--- config.mk ---
export PLATFORM = sky130hd
export DESIGN_NAME = inv_edge_meter
export DESIGN_NICKNAME = d
export VERILOG_FILES = /design/src/rtl/inv_meter_pkg.sv /design/src/rtl/sync_edge.sv /design/src/rtl/inv_edge_meter.sv
export SDC_FILE = /design/constraint.sdc
export NUM_CORES = 1
export LEC_CHECK = 0
export ABC_AREA = 1
export CAP_MARGIN = 20
export CELL_PAD_IN_SITES_DETAIL_PLACEMENT = 1
export CELL_PAD_IN_SITES_GLOBAL_PLACEMENT = 1
export CORE_ASPECT_RATIO = 0.6
export CORE_MARGIN = 5
export CORE_UTILIZATION = 30
export DETAILED_ROUTE_END_ITERATION = 10
export HOLD_SLACK_MARGIN = 0.08
export PLACE_DENSITY_LB_ADDON = 0.1
export SYNTH_ARGS = -nofsm -noshare
export SYNTH_HDL_FRONTEND = slang
export SYNTH_SLANG_ARGS = --single-unit
--- constraint.sdc ---
create_clock -name clk -period 2.28 [get_ports clk]
set_clock_uncertainty 0.15 [all_clocks]
set_input_delay 0.228 -clock clk [delete_from_list [all_inputs] [get_ports clk]]
set_output_delay 0.228 -clock clk [all_outputs]
set_load 0.1 [all_outputs]
--- src/rtl/inv_meter_pkg.sv ---
// Shared definitions for the inverter edge meter: FSM state encoding and
// default sizing of the counters and the input synchroniser.
package inv_meter_pkg;

  localparam int unsigned CNT_W_DEF       = 16;
  localparam int unsigned SYNC_STAGES_DEF = 2;

  typedef enum logic [1:0] {
    ST_IDLE = 2'd0,
    ST_ARM  = 2'd1,
    ST_HIGH = 2'd2,
    ST_LOW  = 2'd3
  } meter_state_e;

endpackage

--- src/rtl/sync_edge.sv ---
// Synchroniser and edge detector for the asynchronous inverter output.
// Ports:
//   clk, rst_n   - clock and synchronous active-low reset
//   sig_in       - asynchronous input
//   rise, fall   - single-cycle edge flags of the synchronised level
// SYNC_STAGES must be 2 or more.
module sync_edge #(
  parameter int unsigned SYNC_STAGES = 2
) (
  input  logic clk,
  input  logic rst_n,
  input  logic sig_in,
  output logic rise,
  output logic fall
);

  logic [SYNC_STAGES-1:0] sync_q;
  logic                   s_d_q;
  logic                   s;

  // Shift chain; the last stage is the synchronised level, s_d_q its history.
  always_ff @(posedge clk) begin
    if (!rst_n) begin
      sync_q <= '0;
      s_d_q  <= 1'b0;
    end else begin
      sync_q <= {sync_q[SYNC_STAGES-2:0], sig_in};
      s_d_q  <= sync_q[SYNC_STAGES-1];
    end
  end

  assign s    = sync_q[SYNC_STAGES-1];
  assign rise = s & ~s_d_q;
  assign fall = ~s & s_d_q;

endmodule

--- src/rtl/inv_edge_meter.sv ---
// Measures high time, low time and period of the inverter output in clk
// cycles and publishes each completed period with a one-cycle valid strobe,
// single-shot or continuously.
// Ports:
//   clk, rst_n        - clock and synchronous active-low reset
//   sig_in            - asynchronous inverter output
//   start, cont, stop - arm request, continuous-mode select, leave continuous
//   busy              - meter not idle (held through the final valid cycle)
//   valid             - one-cycle strobe, results updated in the same cycle
//   high_cnt, low_cnt - measured high / low time, saturating
//   period            - high_cnt + low_cnt, one bit wider
//   ovf               - a counter saturated during the reported period
module inv_edge_meter
  import inv_meter_pkg::*;
#(
  parameter int unsigned CNT_W       = CNT_W_DEF,
  parameter int unsigned SYNC_STAGES = SYNC_STAGES_DEF
) (
  input  logic             clk,
  input  logic             rst_n,
  input  logic             sig_in,
  input  logic             start,
  input  logic             cont,
  input  logic             stop,
  output logic             busy,
  output logic             valid,
  output logic [CNT_W-1:0] high_cnt,
  output logic [CNT_W-1:0] low_cnt,
  output logic [CNT_W:0]   period,
  output logic             ovf
);

  localparam logic [CNT_W-1:0] CNT_MAX = '1;

  logic             rise;
  logic             fall;
  meter_state_e     state_q;
  logic [CNT_W-1:0] cnt_q;
  logic [CNT_W-1:0] h_q;
  logic             ovf_int_q;
  logic             cont_q;
  logic             stop_pend_q;
  logic             cnt_at_max;

  sync_edge #(
    .SYNC_STAGES (SYNC_STAGES)
  ) u_sync_edge (
    .clk    (clk),
    .rst_n  (rst_n),
    .sig_in (sig_in),
    .rise   (rise),
    .fall   (fall)
  );

  assign cnt_at_max = (cnt_q == CNT_MAX);

  // Measurement FSM with working counter and registered results.
  // The counter only runs while a level is being timed (HIGH/LOW), so a long
  // wait in ARM cannot flag a spurious overflow.
  always_ff @(posedge clk) begin
    if (!rst_n) begin
      state_q     <= ST_IDLE;
      cnt_q       <= '0;
      h_q         <= '0;
      ovf_int_q   <= 1'b0;
      cont_q      <= 1'b0;
      stop_pend_q <= 1'b0;
      busy        <= 1'b0;
      valid       <= 1'b0;
      high_cnt    <= '0;
      low_cnt     <= '0;
      period      <= '0;
      ovf         <= 1'b0;
    end else begin
      valid <= 1'b0;
      if (stop && (state_q != ST_IDLE)) begin
        stop_pend_q <= 1'b1;
      end

      case (state_q)
        ST_IDLE: begin
          // busy drops one cycle after the final report
          busy <= start;
          if (start) begin
            state_q   <= ST_ARM;
            cont_q    <= cont;
            ovf_int_q <= 1'b0;
          end
        end

        ST_ARM: begin
          busy <= 1'b1;
          if (rise) begin
            state_q <= ST_HIGH;
            cnt_q   <= CNT_W'(1);
          end
        end

        ST_HIGH: begin
          busy <= 1'b1;
          if (fall) begin
            state_q <= ST_LOW;
            h_q     <= cnt_q;
            cnt_q   <= CNT_W'(1);
          end else if (cnt_at_max) begin
            ovf_int_q <= 1'b1;
          end else begin
            cnt_q <= cnt_q + CNT_W'(1);
          end
        end

        ST_LOW: begin
          busy <= 1'b1;
          if (rise) begin
            valid    <= 1'b1;
            high_cnt <= h_q;
            low_cnt  <= cnt_q;
            period   <= (CNT_W+1)'(h_q) + (CNT_W+1)'(cnt_q);
            ovf      <= ovf_int_q;
            cnt_q    <= CNT_W'(1);
            // a stop arriving with the closing edge still ends the run here
            if (!cont_q || stop_pend_q || stop) begin
              state_q     <= ST_IDLE;
              stop_pend_q <= 1'b0;
            end else begin
              state_q   <= ST_HIGH;
              ovf_int_q <= 1'b0;
            end
          end else if (cnt_at_max) begin
            ovf_int_q <= 1'b1;
          end else begin
            cnt_q <= cnt_q + CNT_W'(1);
          end
        end

        default: state_q <= ST_IDLE;
      endcase
    end
  end

endmodule
; Yosys cells after proc, flatten, opt, wreduce, memory -nomap -nowiden
; Index checks and enable logic that the tools add are counted.
; W data, S select, Z words.
[op_classes]
add_sub_neg = 2
eq_ne = 10
mux = 23
bitwise = 4
n_reduce_logical = 16
[op_table]
columns = op, count
row1 = $mux W16, 4
row2 = $pmux W16 S3, 1
row3 = $add A16 B16 Y17, 1
row4 = $add A16 B1 Y16 const B, 1
row5 = $eq A16 B16 Y1 const B, 1
row6 = $mux W1, 10
row7 = $mux W2, 5
row8 = $ne A2 B2 Y1 const B, 5
row9 = $reduce_and A2 Y1, 5
row10 = $pmux W2 S4, 1
row11 = $reduce_and A4 Y1, 2
row12 = $reduce_bool A3 Y1, 2
row13 = $eq A2 B2 Y1 const B, 2
row14 = $ne A3 B3 Y1 const B, 1
row15 = $pmux W1 S3, 1
row16 = $reduce_or A3 Y1, 1
row17 = $and A1 B1 Y1, 2
row18 = $eq A2 B1 Y1 const B, 1
row19 = $logic_not A2 Y1, 1
row20 = $logic_or A1 B1 Y1, 2
row21 = $not A1 Y1, 2
row22 = $pmux W1 S2, 1
row23 = $reduce_bool A2 Y1, 1
row24 = $logic_and A1 B1 Y1, 1
row25 = $logic_not A1 Y1, 1
[word_totals]
register_bits = 92
inputBits = 6
out_inout_bits = 52
word_cells = 69

; Logic depth before layout (Yosys ltp)
[logic_depth]
word_depth = 6
depth_mapped = 11
ltp_nobuf = 11

; Hierarchy
; From an unflattened synthesis, not the netlist that was laid out.
[unflattened]
hier_cells = 643
area_unflattened_um2 = 4553.1
[by_module_without_submodules]
columns = mod, instances, cells_per_inst, area_per_inst_um2, seq_area_each_um2
row1 = inv_edge_meter, 1, 630, 4453.0, 1781.7
row2 = sync_edge, 1, 13, 100.1, 60.1

; Worst setup path before layout
; No wires, ideal clock.
[synth_path]
path_type = flip-flop to flip-flop
from = register cnt_q[0]
to = register period[8]
setup_ns = 0.124
t_arrival_ns = 1.496
required_ns = 2.006
path_slack_ns = 0.510
stages_incl_launch_ff = 11
n_path_buf = 0
synth_period_minus_slack_ns = 1.770
cell_sequence = dfxtp_1 -> ha_1 -> fa_1 -> nand2_1 -> nand2_1 -> nand2_1 -> nand2_1 -> nand2_1 -> nand2_1 -> xnor2_1 -> o21ai_0
[synth_between]
elab_chain_cells = 1
[synth_lines]
columns = item, line
row1 = from (decl), inv_edge_meter.sv:38  ; logic [CNT_W-1:0] cnt_q;
row2 = from (signal assigned), inv_edge_meter.sv:108  ; cnt_q <= cnt_q + CNT_W'(1);
row3 = from (signal assigned), inv_edge_meter.sv:132  ; cnt_q <= cnt_q + CNT_W'(1);
row4 = $add A16 B16 Y17, inv_edge_meter.sv:118  ; period <= (CNT_W+1)'(h_q) + (CNT_W+1)'(cnt_q);
row5 = to (signal assigned), inv_edge_meter.sv:118
row6 = to (decl), inv_edge_meter.sv:29  ; output logic [CNT_W:0] period,
; No other way between the ends.
; A chain may end at the register's enable or synchronous reset.

; Final worst setup path
; Same ends and word-level chain as after synthesis.

==> reports/results.txt <==
CTS buffer count: 9
Synth warn: 0
RSZ-0062 raised after global routing: no
Share of layout cells above drive strength 1: 15.6%
Drt drc: 0
Count leader, synth: nand2_1
First-pass GRT wire length: 22.8 mm
Reg-to-reg endpoint: period[8]
Skew-Pair Late Insertion Delay: 0.35 ns
Req. time, crit path: 2.34 ns
Drt total wl: 14.0 mm
Final period util: 91.4%
Total Neg Setup Slack: 0 ns
Total grt overflow: 0
Clk buf depth: 2
Startpoint Class: flip-flop
IO Port Bufs: 57
Max FO, Critical Path: 6
Status: completed
CTS hold repair buffers: 0
Final hold vios: 0
Count of cell types in the netlist: 38
H-tree Lvls: 3
CP Capture Type: flip-flop
Final instance area: 5400 sq um
Worst hold stages: 3
Overall Global Routing Usage: 16.1%
Crit path time final: 2.08 ns
Post-Syn Instances: 614
Vias per cell: 4.74
Router iterations before antenna repair: 4
CTS tree: yes
Setup violators final: 0
Clock sink count: 92
Post-synth top cells: 175 x nand2_1, 92 x dfxtp_1, 73 x inv_1, 49 x a21oi_1, 35 x nand3_1
Worst EP arrival: 2.15 ns
Largest net degree at the start of global routing: 35
Worst R2R Path Depth: 10
F_max: 0.480 GHz
Ranking of synthesized cells by area: dfxtp_1 41%, nand2_1 15%, inv_1 6.2%, a21oi_1 5.5%, ha_1 4.8%
Leak Pwr: 2.44 nW
CTS clk-pin slew, worst paths: 0.07 ns
Slew HR: 63.8%
DR WL/cell: 16.0 microns
Register area share after synthesis: 41.4%
Worst-Margin Slew: 0.543 ns
Die width: 167 microns
Hold wc startpoint: sig_in
Tightest Hold Check Type: input port to flip-flop
CTS root buf: clkbuf_16
R2R setup slack: 0.20 ns
Gpl congestion: 0.859
Max rail drop VDD: 324 uV
N_diodes: 0
Post-CTS setup buffer count: 0
Core ar.: 14500 sq um
Routed Antenna Nets: 0
# Max-Cap Violations: 0
Worst reg2reg startpoint: cnt_q[0]
Synth area leader: dfxtp_1
Final max-slew violation count: 0
Die Y: 104 microns
Synthesis-stage register bit count: 92
Number of synthesized flops with an enable pin: 0
CP Class: flip-flop to flip-flop
Synth top area share: 41.4%
Tot Pwr: 3.80 mW
Initial antenna violation count: 0
Die ar.: 17400 sq um
Avg Inst Size Synth: 7.24 sq um
Post-DP HPWL: 10.9 mm
Row count: 34
Initial core utilization: 30.7%
Total power divided by cell area: 704 nW/um^2
Post-synth top flop: dfxtp_1
# nets final: 698
Area delta synth->final: 21.4%
Syn_nets: 638
Vias: 4158
Number of global-route vias before repair: 4226
Share of flip-flops with an asynchronous set or reset: 0%
Post-DP Area: 5110 sq um
1st-iter DRT viols: 193
Syn Std Cell Area: 4450 sq um
I/O pin count: 58
Hold endpoint: u_sync_edge.sync_q[0]
[logic make-up after synthesis]
group | count (synthesis) | synth area share [%]
AO/OA/AOI/OAI | 127 | 16.3
XOR/XNOR | 4 | 0.788
adder cells (fa/ha/maj) | 18 | 5.23
buffers and inverters | 98 | 9.31
flip-flops | 92 | 41.4
AND/OR/NAND/NOR | 275 | 27.0
[worst max-delay path, stage by stage, from the launching register on]
cell and delay [ns]:
dfxtp_1 0.37, ha_1 0.27, fa_1 0.39, nand2_1 0.12, nand2_1 0.06, nand2_1 0.05, nand2_1 0.11, nand2_1 0.09
nand2_1 0.11, xnor2_2 0.14, o21ai_0 0.08
[flip-flops by register name, indices dropped and copies added (netlist names), 2 cells and up]
| name | cells |
|---|---|
| low_cnt | 16 |
| h_q | 16 |
| state_q | 2 |
| u_sync_edge.sync_q | 2 |
| high_cnt | 16 |
| cnt_q | 16 |
| period | 17 |
[routing by layer]
layer	track usage, %	share of wire [%]
met4	3.01	0.82
met2	24.5	42
met3	3.80	4.2
met1	23.5	53
met5	0	0
[where the power goes]
part	total (mW)	switching, mW	internal (mW)
clock network	1.44	0.672	0.768
registers	1.71	0.0500	1.66
logic	0.657	0.467	0.190
total	3.80	1.19	2.61
[final cells by class]
type | instances | area (sq um)
fillers | 1842 | 9110
multi-input cells | 424 | 2210
flip-flops and latches | 92 | 1840
repair buffers | 69 | 531
inverters | 78 | 293
well taps | 198 | 248
clock buffers | 10 | 239
clock inverters | 6 | 40.0
[worst max-delay path by stage]
stage / cells after the start / slack [ns] / start / endpoint
floorplan: 10 / 0.51 / cnt_q[0] / period[8]
global placement: 7 / 0.26 / cnt_q[0] / cnt_q[1]
detailed placement: 10 / 0.17 / cnt_q[0] / period[8]
CTS: 10 / 0.17 / cnt_q[0] / period[8]
global route: 10 / 0.03 / cnt_q[0] / period[8]
finish: 10 / 0.20 / cnt_q[0] / period[8]
[layout by cell type, fill, tap and decap left out, drive strengths merged]
| cell | n |
|---|---|
| nor4 | 1 |
| nand3 | 36 |
| clkinvlp | 1 |
| ha | 17 |
| or2 | 2 |
| o21bai | 1 |
| a22oi | 1 |
| inv | 78 |
| a32o | 1 |
| a22o | 12 |
| clkinv | 5 |
| nor3 | 5 |
| buf | 64 |
| xor2 | 1 |
| fa | 1 |
| nand4 | 8 |
| clkdlybuf4s50 | 5 |
| clkbuf | 10 |
| o21ai | 59 |
| o31ai | 1 |
| nor2 | 36 |
| dfxtp | 92 |
| a21oi | 51 |
| and3 | 1 |
| nand2 | 181 |
| a31oi | 1 |
| nand3b | 5 |
| xnor2 | 3 |
[through the flow]
stage,hold slack [ns],util [%],setup slack [ns],cells
2_1_floorplan,0.176,-,0.510,614
3_3_place_gp,0.245,35.2,0.259,861
3_5_place_dp,0.254,35.2,0.174,861
4_1_cts,0.250,37.2,0.168,877
5_1_grt,0.258,37.2,0.0278,877
6_report,0.252,37.2,0.196,877
[repair_timing]
item                                   CTS  global route
resized for setup                        0             1
endpoints found under the hold margin    0             0
setup endpoints to repair                0             1
No activity file was read; power rests on OpenSTA's default activity.
